**src/rtl/mips_pkg.sv**
```systemverilog
// Shared MIPS core definitions: opcodes, funct codes, NOP encoding and the
// IF/ID stall state encoding.
package mips_pkg;

  localparam logic [5:0] OP_RTYPE = 6'd0;
  localparam logic [5:0] OP_BEQ   = 6'd4;
  localparam logic [5:0] OP_BNE   = 6'd5;
  localparam logic [5:0] OP_LW    = 6'd35;
  localparam logic [5:0] OP_SW    = 6'd43;

  localparam logic [5:0] FN_JR    = 6'd8;
  localparam logic [5:0] FN_DIVU  = 6'd27;

  localparam logic [31:0] NOP = 32'h0;

  typedef enum logic {
    RUN      = 1'b0,
    LU_STALL = 1'b1
  } state_e;

  // Instructions that read rt as a source operand (I-type ALU ops write it instead).
  function automatic logic uses_rt(input logic [5:0] op);
    return (op == OP_RTYPE) || (op == OP_BEQ) || (op == OP_BNE) || (op == OP_SW);
  endfunction

endpackage

```
**src/rtl/if_id_pipe_if.sv**
```systemverilog
// IF/ID boundary bundle: fetch data and hazard/stall controls in, decode-side
// registered instruction and pipeline control out.
interface if_id_pipe_if #(parameter int CNT_W = 16);

  logic [31:0]      instr_in;
  logic [31:0]      pc_incr_in;
  logic             flush;
  logic             hold_ext;
  logic             idex_mem_read;
  logic [4:0]       idex_rt;
  logic [31:0]      instr_out;
  logic [31:0]      pc_incr_out;
  logic             valid_out;
  logic             pc_write;
  logic             bubble_id;
  logic [CNT_W-1:0] stall_cnt;

  modport master (
    output instr_in, pc_incr_in, flush, hold_ext, idex_mem_read, idex_rt,
    input  instr_out, pc_incr_out, valid_out, pc_write, bubble_id, stall_cnt
  );

  modport slave (
    input  instr_in, pc_incr_in, flush, hold_ext, idex_mem_read, idex_rt,
    output instr_out, pc_incr_out, valid_out, pc_write, bubble_id, stall_cnt
  );

endinterface

```
**src/rtl/lu_hazard_detect.sv**
```systemverilog
// Combinational load-use detector: the instruction in IF/ID reads the register
// that the load currently in ID/EX will write.
module lu_hazard_detect
  import mips_pkg::*;
(
  input  logic [5:0] op_i,
  input  logic [4:0] rs_i,
  input  logic [4:0] rt_i,
  input  logic       valid_i,
  input  logic       idex_mem_read_i,
  input  logic [4:0] idex_rt_i,
  output logic       lu_o
);

  logic rs_hit;
  logic rt_hit;

  assign rs_hit = (idex_rt_i == rs_i);
  assign rt_hit = (idex_rt_i == rt_i) && uses_rt(op_i);

  // $0 is hardwired, so a load targeting it never creates a dependency.
  assign lu_o = valid_i && idex_mem_read_i && (idex_rt_i != 5'd0) && (rs_hit || rt_hit);

endmodule

```
**src/rtl/if_id_pipe.sv**
```systemverilog
// IF/ID pipeline register: 1-cycle latency; holds on hold_ext or a one-cycle
// load-use stall, flush clears to a NOP bubble and overrides both.
module if_id_pipe
  import mips_pkg::*;
#(
  parameter int CNT_W = 16
) (
  input  logic         clk,
  input  logic         rst,
  if_id_pipe_if.slave  bus
);

  state_e           state_q, state_d;
  logic [31:0]      instr_q, instr_d;
  logic [31:0]      pc_q, pc_d;
  logic             valid_q, valid_d;
  logic [CNT_W-1:0] cnt_q, cnt_d;

  logic lu;
  logic lu_stall;
  logic freeze;
  logic pc_write;
  logic bubble;

  lu_hazard_detect u_lu (
    .op_i            (instr_q[31:26]),
    .rs_i            (instr_q[25:21]),
    .rt_i            (instr_q[20:16]),
    .valid_i         (valid_q),
    .idex_mem_read_i (bus.idex_mem_read),
    .idex_rt_i       (bus.idex_rt),
    .lu_o            (lu)
  );

  always_ff @(posedge clk or negedge rst) begin
    if (!rst) state_q <= RUN;
    else      state_q <= state_d;
  end

  // LU_STALL always falls back to RUN, so a held instruction is never re-stalled.
  always_comb begin
    state_d = RUN;
    if (!bus.flush && !bus.hold_ext && (state_q == RUN) && lu)
      state_d = LU_STALL;
  end

  always_comb begin
    lu_stall = !bus.flush && !bus.hold_ext && (state_q == RUN) && lu;
    freeze   = !bus.flush && (bus.hold_ext || lu_stall);
    pc_write = !rst || !freeze;
    bubble   = lu_stall || !valid_q;
  end

  always_comb begin
    instr_d = instr_q;
    pc_d    = pc_q;
    valid_d = valid_q;
    if (bus.flush) begin
      instr_d = NOP;
      pc_d    = 32'h0;
      valid_d = 1'b0;
    end else if (!freeze) begin
      instr_d = bus.instr_in;
      pc_d    = bus.pc_incr_in;
      valid_d = (bus.instr_in != NOP);
    end
  end

  always_comb begin
    cnt_d = cnt_q;
    if (!pc_write && (cnt_q != '1))
      cnt_d = cnt_q + CNT_W'(1);
  end

  always_ff @(posedge clk or negedge rst) begin
    if (!rst) begin
      instr_q <= NOP;
      pc_q    <= 32'h0;
      valid_q <= 1'b0;
      cnt_q   <= '0;
    end else begin
      instr_q <= instr_d;
      pc_q    <= pc_d;
      valid_q <= valid_d;
      cnt_q   <= cnt_d;
    end
  end

  assign bus.instr_out   = instr_q;
  assign bus.pc_incr_out = pc_q;
  assign bus.valid_out   = valid_q;
  assign bus.pc_write    = pc_write;
  assign bus.bubble_id   = bubble;
  assign bus.stall_cnt   = cnt_q;

endmodule

```
**src/flat_wrapper.sv**
```systemverilog
// flat-port wrapper written by rule: the top's interface ports become plain ports
module if_id_pipe_flat import mips_pkg::*;
#(
  parameter int CNT_W = 16
)
  (clk, rst, bus_instr_in, bus_pc_incr_in, bus_flush, bus_hold_ext, bus_idex_mem_read, bus_idex_rt, bus_instr_out, bus_pc_incr_out, bus_valid_out, bus_pc_write, bus_bubble_id, bus_stall_cnt);
  if_id_pipe_if #(.CNT_W(CNT_W)) bus_i ();
  input  logic clk;
  input  logic rst;
  input wire logic [$bits(bus_i.instr_in)-1:0] bus_instr_in;
  input wire logic [$bits(bus_i.pc_incr_in)-1:0] bus_pc_incr_in;
  input wire logic [$bits(bus_i.flush)-1:0] bus_flush;
  input wire logic [$bits(bus_i.hold_ext)-1:0] bus_hold_ext;
  input wire logic [$bits(bus_i.idex_mem_read)-1:0] bus_idex_mem_read;
  input wire logic [$bits(bus_i.idex_rt)-1:0] bus_idex_rt;
  output wire logic [$bits(bus_i.instr_out)-1:0] bus_instr_out;
  output wire logic [$bits(bus_i.pc_incr_out)-1:0] bus_pc_incr_out;
  output wire logic [$bits(bus_i.valid_out)-1:0] bus_valid_out;
  output wire logic [$bits(bus_i.pc_write)-1:0] bus_pc_write;
  output wire logic [$bits(bus_i.bubble_id)-1:0] bus_bubble_id;
  output wire logic [$bits(bus_i.stall_cnt)-1:0] bus_stall_cnt;
  assign bus_i.instr_in = bus_instr_in;
  assign bus_i.pc_incr_in = bus_pc_incr_in;
  assign bus_i.flush = bus_flush;
  assign bus_i.hold_ext = bus_hold_ext;
  assign bus_i.idex_mem_read = bus_idex_mem_read;
  assign bus_i.idex_rt = bus_idex_rt;
  assign bus_instr_out = bus_i.instr_out;
  assign bus_pc_incr_out = bus_i.pc_incr_out;
  assign bus_valid_out = bus_i.valid_out;
  assign bus_pc_write = bus_i.pc_write;
  assign bus_bubble_id = bus_i.bubble_id;
  assign bus_stall_cnt = bus_i.stall_cnt;
  if_id_pipe #(.CNT_W(CNT_W)) u_core (.clk(clk), .rst(rst), .bus(bus_i));
endmodule
```
**config.mk**
```make
export PLATFORM = sky130hd
export DESIGN_NAME = if_id_pipe_flat
export DESIGN_NICKNAME = d
export VERILOG_FILES = /design/src/rtl/mips_pkg.sv /design/src/rtl/if_id_pipe_if.sv /design/src/rtl/lu_hazard_detect.sv /design/src/rtl/if_id_pipe.sv /design/src/flat_wrapper.sv
export SDC_FILE = /design/constraint.sdc
export NUM_CORES = 1
export LEC_CHECK = 0
export CAP_MARGIN = 25
export CELL_PAD_IN_SITES_DETAIL_PLACEMENT = 2
export CELL_PAD_IN_SITES_GLOBAL_PLACEMENT = 2
export CORE_MARGIN = 4
export CORE_UTILIZATION = 25
export DETAILED_ROUTE_END_ITERATION = 12
export MAX_ROUTING_LAYER = met4
export PLACE_DENSITY = 0.9
export SETUP_SLACK_MARGIN = 0.02
export SLEW_MARGIN = 5
export SYNTH_ARGS = -nofsm -noshare
export SYNTH_HDL_FRONTEND = slang
export SYNTH_SLANG_ARGS = --single-unit
```
**constraint.sdc**
```tcl
create_clock -name clk -period 2.7 [get_ports clk]
set_input_delay 0.54 -clock clk [delete_from_list [all_inputs] [get_ports clk]]
set_output_delay 0.54 -clock clk [all_outputs]
set_load 0.005 [all_outputs]
```
After elaboration in Yosys (flattened, before gate mapping)

Index checks and enable logic that the tools add are counted.
Widths: inputs -> output; s select.

Bits in registers: 82
Bits of input ports: 74
Output and inout bits: 83
Logic and storage cells: 46

Add/subtract/negate cells: 1
Equality and inequality tests: 7
Multiplexer cells: 7
Bitwise logic cells: 1
Reductions and logical operators: 25

Operators with widths:

| operator              | count |
|---|---|
| $mux 32               | 4 |
| $reduce_bool 32->1    | 1 |
| $add 16x1->16 const B | 1 |
| $ne 16x16->1 const B  | 1 |
| $eq 6x3->1 const B    | 2 |
| $eq 5x5->1            | 2 |
| $logic_and 1x1->1     | 9 |
| $logic_or 1x1->1      | 7 |
| $eq 6x6->1 const B    | 1 |
| $logic_not 1->1       | 6 |
| $logic_not 6->1       | 1 |
| $reduce_bool 5->1     | 1 |
| $mux 1                | 3 |
| $ne 2x2->1 const B    | 1 |
| $not 1->1             | 1 |

Depth between registers and ports, before layout

Gate-level depths: netlist of the first run.

Depth in word-level cells: 14
Gate-level depth with buffers: 8

By module

Synthesis of the first run repeated with hierarchy kept, for this count alone.

Cell total of the unflattened synthesis: 398
Area total of the unflattened synthesis: 3727.3 sq um

By module, submodules not included:

| module           | instances | cells an instance | area an instance (sq um) |
|---|---|---|---|
| if_id_pipe       | 1         | 378               | 3568.4 |
| lu_hazard_detect | 1         | 20                | 158.9 |

Worst setup path before layout of the first run

OpenSTA, ideal clock, no wires.

Kind: register -> output
Start point: register u_core.instr_q[27] (netlist: u_core.bus.instr_out[27])
End point: output port bus_pc_write
Arrival: 1.933 ns
Slack: 0.227 ns
Cell stages (with the launch flop): 6
Cells stage by stage: dfrtp_1 or4_1 a2111o_1 a31oi_4 buf_2 nand2_1

Longest elaborated chain between the ends: 12
Elaborated cells between the ends (all ways): 15
Classes of those cells: eq/ne (3); reduce/logical (12)

RTL lines:

| element                                       | line                   | text |
|---|---|---|
| start, declared                               | if_id_pipe.sv:14       | `logic [31:0] instr_q, instr_d;` |
| start signal, assigned                        | if_id_pipe.sv:82       | `instr_q <= instr_d;` |
| $eq 6x3->1 or $logic_not 6->1 (tied branches) | mips_pkg.sv:23         | `return (op == OP_RTYPE) \|\| (op == OP_BEQ) \|\| (op == OP_BNE) \|\| (op == OP_SW);` |
| $logic_or 1x1->1 (2 in a row)                 | mips_pkg.sv:23         |  |
| $logic_or 1x1->1 (*)                          | mips_pkg.sv:23         |  |
| $logic_and 1x1->1 (*)                         | lu_hazard_detect.sv:19 | `assign rt_hit = (idex_rt_i == rt_i) && uses_rt(op_i);` |
| $logic_or 1x1->1 (*)                          | lu_hazard_detect.sv:22 | `assign lu_o = valid_i && idex_mem_read_i && (idex_rt_i != 5'd0) && (rs_hit \|\| rt_hit);` |
| $logic_and 1x1->1 (*)                         | lu_hazard_detect.sv:22 |  |
| $logic_and 1x1->1 (*)                         | if_id_pipe.sv:48       | `lu_stall = !bus.flush && !bus.hold_ext && (state_q == RUN) && lu;` |
| $logic_or 1x1->1 (*)                          | if_id_pipe.sv:49       | `freeze = !bus.flush && (bus.hold_ext \|\| lu_stall);` |
| $logic_and 1x1->1 (*)                         | if_id_pipe.sv:49       |  |
| $logic_not 1->1 (*)                           | if_id_pipe.sv:50       | `pc_write = !rst \|\| !freeze;` |
| $logic_or 1x1->1 (*)                          | if_id_pipe.sv:50       |  |
| end, declared                                 | flat_wrapper.sv:19     | `output wire logic [$bits(bus_i.pc_write)-1:0] bus_pc_write;` |

Every way passes the cells marked *; elsewhere a longest branch is shown, timed or not.

Final worst setup path of the first run

Start point: register u_core.instr_q[26] (netlist: u_core.bus.instr_out[26])
End point: output port bus_pc_write

Same word-level chain as after synthesis.

==> flow_metrics.tcl, run 1 <==
set metrics [dict create \
    core_region_area_mm2 0.0128 \
    drive_above_1_share 0.116 \
    critical_path_class "reg -> out" \
    whs_ns 0.326 \
    r2r_end "u_core.bus.stall_cnt[1]$_DFFE_PN0P_" \
    drt-initial-drc-count 111 \
    slew_headroom 0.635 \
    end_kind "output pin" \
    fp.dieW_um 124 \
    clockBufferDepth 2 \
    ant_nets 0 \
    synth_top_area_share 0.614 \
    io_pins 157 \
    clkTransAtPathRegs_ns 0.06 \
    async_reset_ff_frac 1.00 \
    slowest_stage "or4_4" \
    reg2reg_depth 9 \
    arrival_ns 2.24 \
    clock_power_share 0.360 \
    ys_seq_area_frac 0.614 \
    layout.nets 512 \
    place_inst 592 \
    rsz0062_at_grt "yes" \
    timing.final.crit_share 1.03 \
    syn_area_mm2 0.00334 \
    r2r_setup_slack_ns 0.16 \
    synthFlopType "dfrtp_1" \
    cts_tree "done" \
    initial_core_util 0.260 \
    grt_first_pass_wirelength_um 19100 \
    syn_inst 256 \
    wl_per_cell_um 20.5 \
    synth_largest_area_cell "dfrtp_1" \
    pre_cts_ws_ns -0.683 \
    fin_skew_ns 0.00428 \
    synth_fp_nets 331 \
    period_needed_ns 2.78 \
    syn_avg_cell_area_um2 13.0 \
    reg2reg_from "u_core.bus.instr_out[26]$_DFFE_PN0P_" \
    grt_max_degree 43 \
    status "complete, but fails checks" \
    yosysUniqueCellTypes 32 \
    setup_viol 2 \
    grt_pass1_vias 3387 \
    finalHoldViolations 0 \
    area_delta_synth_final_pct 66.8 \
    die-area_mm2 0.0153 \
    violations "negative setup slack" \
    synth.ff_latch_count 82 \
    cellLeakagePower_nw 2.41 \
    design_area_mm2 0.00557 \
    worstPathMaxFanout 2 \
    cpLargestDelayFamily "simple AND/OR/NAND/NOR gates" \
    synthTopCellsByArea "dfrtp_1 (61%), a22o_1 (17%), xnor2_1 (5.0%), buf_2 (2.1%), nand3_1 (1.8%)" \
    vdd_drop_max_uv 212 \
    power_density_mw_per_mm2 533 \
    combPwrFrac 0.176 \
    ctsHoldBuffers 0 \
    required_ns 2.16 \
    clock.fmax_mhz 359 \
    rows 41 \
    total_power_mw 2.97 \
    routed_wl_um 12500 \
    ys_warn_count 0 \
    switching_share 0.245 \
    fin_ws_ns -0.0821 \
    numCtsBuffers 9 \
    switchingPower_mw 0.726 \
    tns_ns -0.129 \
    hold_class "in -> async" \
    layout_commonest_cell "clkdlybuf4s50_1" \
    insertion_delay_ns 0.34 \
    dr.pass1.iters 4 \
    critical_path.cell_chain "nor2b_4, or4_4, a2111o_1, buf_6, a31oi_4, nand2_1, buf_2" \
    port_buffers 156 \
    drcViolationCount 0 \
    startpoint_type "flop" \
    p_seq_frac 0.465 \
    antenna_found_initial 0 \
    dieHeight_um 124 \
    num_vias 2956 \
    clock_tree.root_cell "clkbuf_16" \
    fillers 1321 \
    synth-edff-count 0 \
    final_util 0.434 \
    path_buf_inv 2 \
    hpwl_um 9400 \
    cts.sink_count 82 \
    fin_cells 611 \
    internal-power_mw 2.24 \
    gr-total-overflow 0 \
    placed_area_mm2 0.00523 \
    gp_congestion 0.781 \
    drv_slew 0 \
    htree_levels 3 \
    max-cap-violations 0 \
    track_usage 0.171 \
    final_cell_mix "clkdlybuf4s50_1 (149), dfrtp_1 (82), a22o_1 (65)" \
    tightest_slew_ns 0.548 \
    num_antenna_cells 0 \
    avgViaCountPerCell 4.84 \
    cp_slowest_stage_delay_ns 0.51 \
]
-- worst max-delay path by stage --
stage                                                     from                                   to  slack, ns  cells past startpoint
after global routing      u_core.bus.instr_out[26]$_DFFE_PN0P_                         bus_pc_write      -0.19                      7
after floorplan           u_core.bus.instr_out[27]$_DFFE_PN0P_                         bus_pc_write       0.23                      5
after CTS                 u_core.bus.instr_out[26]$_DFFE_PN0P_                         bus_pc_write      -0.13                      7
after global placement                          bus_idex_rt[2]                        bus_bubble_id      -0.50                      7
after detailed placement                        bus_idex_rt[4]  u_core.bus.instr_out[8]$_DFFE_PN0P_      -0.68                      9
final                     u_core.bus.instr_out[26]$_DFFE_PN0P_                         bus_pc_write      -0.08                      7
-- sequential cells by signal (all words and copies together), names as in the netlist --
register / cells
u_core.state_q: 1
u_core.bus.stall_cnt: 16
u_core.bus.instr_out: 32
u_core.bus.pc_incr_out: 32
u_core.bus.valid_out: 1
-- power groups by stage --
| stage | logic (mW) | registers [mW] | clock network, mW |
|---|---|---|---|
| finish | 0.521 | 1.38 | 1.07 |
| global route | 0.566 | 1.39 | 1.15 |
| CTS | 0.526 | 1.38 | 1.10 |
| detailed placement | 0.518 | 1.40 | 0 |
| global placement | 0.492 | 1.39 | 0 |
| floorplan | 0.135 | 1.39 | 0 |
-- final cells by class --
cell class,count,area [um^2],area share
clock inverter,1,5.00,0.000898
tap,172,215,0.0386
inverter,1,3.75,0.000674
multi-input combinational,157,1230,0.221
timing repair buffer,186,1830,0.328
sequential,82,2050,0.368
clock buffer,12,236,0.0425
-- per-layer routing --
metal | vias to the layer above | GRT usage | routed length, um
li1 | 1338 | - | -
met1 | 1500 | 0.195 | 5030
met2 | 109 | 0.297 | 6620
met3 | 9 | 0.0377 | 734
met4 | 0 | 0.0602 | 145
met5 | - | - | 0
-- cell families after synthesis --
kind of cell    count (synthesis)  synth area share
flops                          82             0.614
compound gates                 73             0.193
mux                             1           0.00337
xor+xnor                       24            0.0629
simple gates                   58            0.0978
fa+ha+maj                       1           0.00375
buf+inv                        17            0.0244
-- cells in the mapped netlist (2+ instances only) --
cell type	number
a22o_1	65
and3_1	8
buf_2	14
dfrtp_1	82
nand2_1	6
nand3_1	12
nand4_1	9
nor2_1	4
nor3_1	3
nor4_1	8
or4_1	2
xnor2_1	19
xor2_1	5
-- what timing repair did --
action | CTS | global route
resized for setup | 18 | 5
pin swaps | 10 | 0
endpoints found under the setup margin | 60 | 55
gates cloned | 0 | 1
buffers inserted | 4 | 1
No activity file was read; power rests on OpenSTA's default activity.
==> run 2: changes to the inputs <==
REMOVE_ABC_BUFFERS = 1   (was unset)
==> run 2 against run 1 <==
- the run still ends with negative setup slack left
- setup slack better by 0.012 ns
- power is 2.7% higher
- register-to-register slack worse by 0.11 ns
- wire length is 0.32% higher
- via count is 1.2% lower
- clock power is 8% higher
- sequential power hardly changed
- first-iteration DRC count is 19% higher
- critical endpoint unchanged
- final cell count is 0.49% lower
- maximum frequency is 0.44% higher
==> flow_metrics.tcl, run 2 (synthesized netlist as in run 1, its figures left out) <==
set metrics [dict create \
    core_region_area_mm2 0.0128 \
    fillers 1317 \
    startpoint_type "primary input" \
    clkTransAtPathRegs_ns 0.06 \
    setup_viol 1 \
    die-area_mm2 0.0153 \
    hold_class "in -> async" \
    grt_pass1_vias 3344 \
    drcViolationCount 0 \
    final_cell_mix "clkdlybuf4s50_1 (149), dfrtp_1 (82), a22o_1 (65)" \
    power_density_mw_per_mm2 550 \
    required_ns 2.16 \
    initial_core_util 0.260 \
    clockBufferDepth 2 \
    antenna_found_initial 0 \
    cellLeakagePower_nw 2.40 \
    violations "negative setup slack" \
    max-cap-violations 0 \
    reg2reg_depth 7 \
    track_usage 0.168 \
    drv_slew 0 \
    tightest_slew_ns 0.511 \
    htree_levels 3 \
    fin_cells 608 \
    gr-total-overflow 0 \
    arrival_ns 2.23 \
    drt-initial-drc-count 132 \
    insertion_delay_ns 0.32 \
    layout_commonest_cell "clkdlybuf4s50_1" \
    place_inst 589 \
    final_util 0.433 \
    num_antenna_cells 0 \
    dr.pass1.iters 4 \
    grt_max_degree 49 \
    critical_path_class "in -> out" \
    timing.final.crit_share 1.03 \
    avgViaCountPerCell 4.80 \
    port_buffers 156 \
    wl_per_cell_um 20.7 \
    register_area_mm2 0.00205 \
    fin_skew_ns 0.00476 \
    rsz0062_at_grt "yes" \
    area_delta_synth_final_pct 66.2 \
    status "complete, but fails checks" \
    cts.sink_count 82 \
    end_kind "output pin" \
    fin_ws_ns -0.0698 \
    gp_congestion 0.734 \
    rows 41 \
    num_vias 2921 \
    worstPathMaxFanout 3 \
    numCtsBuffers 9 \
    routed_wl_um 12600 \
    ant_nets 0 \
    vdd_drop_max_uv 261 \
    hpwl_um 9660 \
    period_needed_ns 2.77 \
    io_pins 157 \
    finalHoldViolations 0 \
    ctsHoldBuffers 0 \
    cts_tree "done" \
    layout.nets 506 \
    grt_first_pass_wirelength_um 19000 \
    clock_tree.root_cell "clkbuf_16" \
    dieHeight_um 124 \
    slew_headroom 0.660 \
    multi_input_area_mm2 0.00123 \
    fp.dieW_um 124 \
    clock.fmax_mhz 361 \
    drive_above_1_share 0.115 \
]
-- run 2: critical path, cell delays in order --
cell and delay, ns:
clkdlybuf4s50_1 0.50, xor2_1 0.21, a2111o_1 0.47, a31oi_4 0.28, nand2_1 0.09, buf_2 0.14
-- run 2: path summary, 6_finish.rpt --
check	start	to	slack (ns)
min in group clk	u_core.bus.stall_cnt[7]$_DFFE_PN0P_	u_core.bus.stall_cnt[7]$_DFFE_PN0P_	0.49
max in group asynchronous	rst	u_core.bus.pc_incr_out[4]$_DFFE_PN0P_	1.79
worst min-delay path	rst	u_core.bus.instr_out[9]$_DFFE_PN0P_	0.12
worst max register to register	u_core.bus.instr_out[26]$_DFFE_PN0P_	u_core.bus.pc_incr_out[4]$_DFFE_PN0P_	0.05
worst max-delay path	bus_idex_rt[0]	bus_pc_write	-0.07
worst min register to register	u_core.bus.stall_cnt[7]$_DFFE_PN0P_	u_core.bus.stall_cnt[7]$_DFFE_PN0P_	0.49
-- run 2: report_power, final --
part	switching (mW)	leakage, nW	internal (mW)
registers	0.0706	1.10	1.31
clock network	0.462	0.143	0.697
logic	0.193	1.15	0.321
-- run 2: area by class of cell --
| class | count | share of cell area |
|---|---|---|
| inverters | 1 | 0.000676 |
| flip-flops and latches | 82 | 0.370 |
| clock buffers | 14 | 0.0494 |
| clock inverters | 2 | 0.00180 |
| well taps | 172 | 0.0388 |
| repair buffers | 180 | 0.317 |
| multi-input cells | 157 | 0.223 |
-- run 2: routing by layer --
metal  up-vias  track usage  wire [um]
met2        88        0.293       6670
met1      1494        0.200       5210
li1       1327            -          -
met4         0       0.0574        183
met3        12       0.0232        497
met5         -            -          0
-- run 2: timing repair --
action	CTS	global route
endpoints found under the setup margin	52	76
resized for setup	16	2
buffers inserted	2	1
pin swaps	6	3
-- run 2: stage by stage --
step | area [um^2] | hold WS (ns) | power, mW | setup WS [ns] | setup TNS [ns]
2_1_floorplan | 3260 | 0.244 | 1.52 | -2.37 | -159.75
3_3_place_gp | 5220 | 0.457 | 1.89 | -0.453 | -17.86
3_5_place_dp | 5220 | 0.463 | 1.92 | -0.496 | -24.94
4_1_cts | 5530 | 0.110 | 3.11 | -0.136 | -0.203
5_1_grt | 5550 | 0.123 | 3.21 | -0.142 | -0.945
6_report | 5550 | 0.117 | 3.05 | -0.0698 | -0.0698
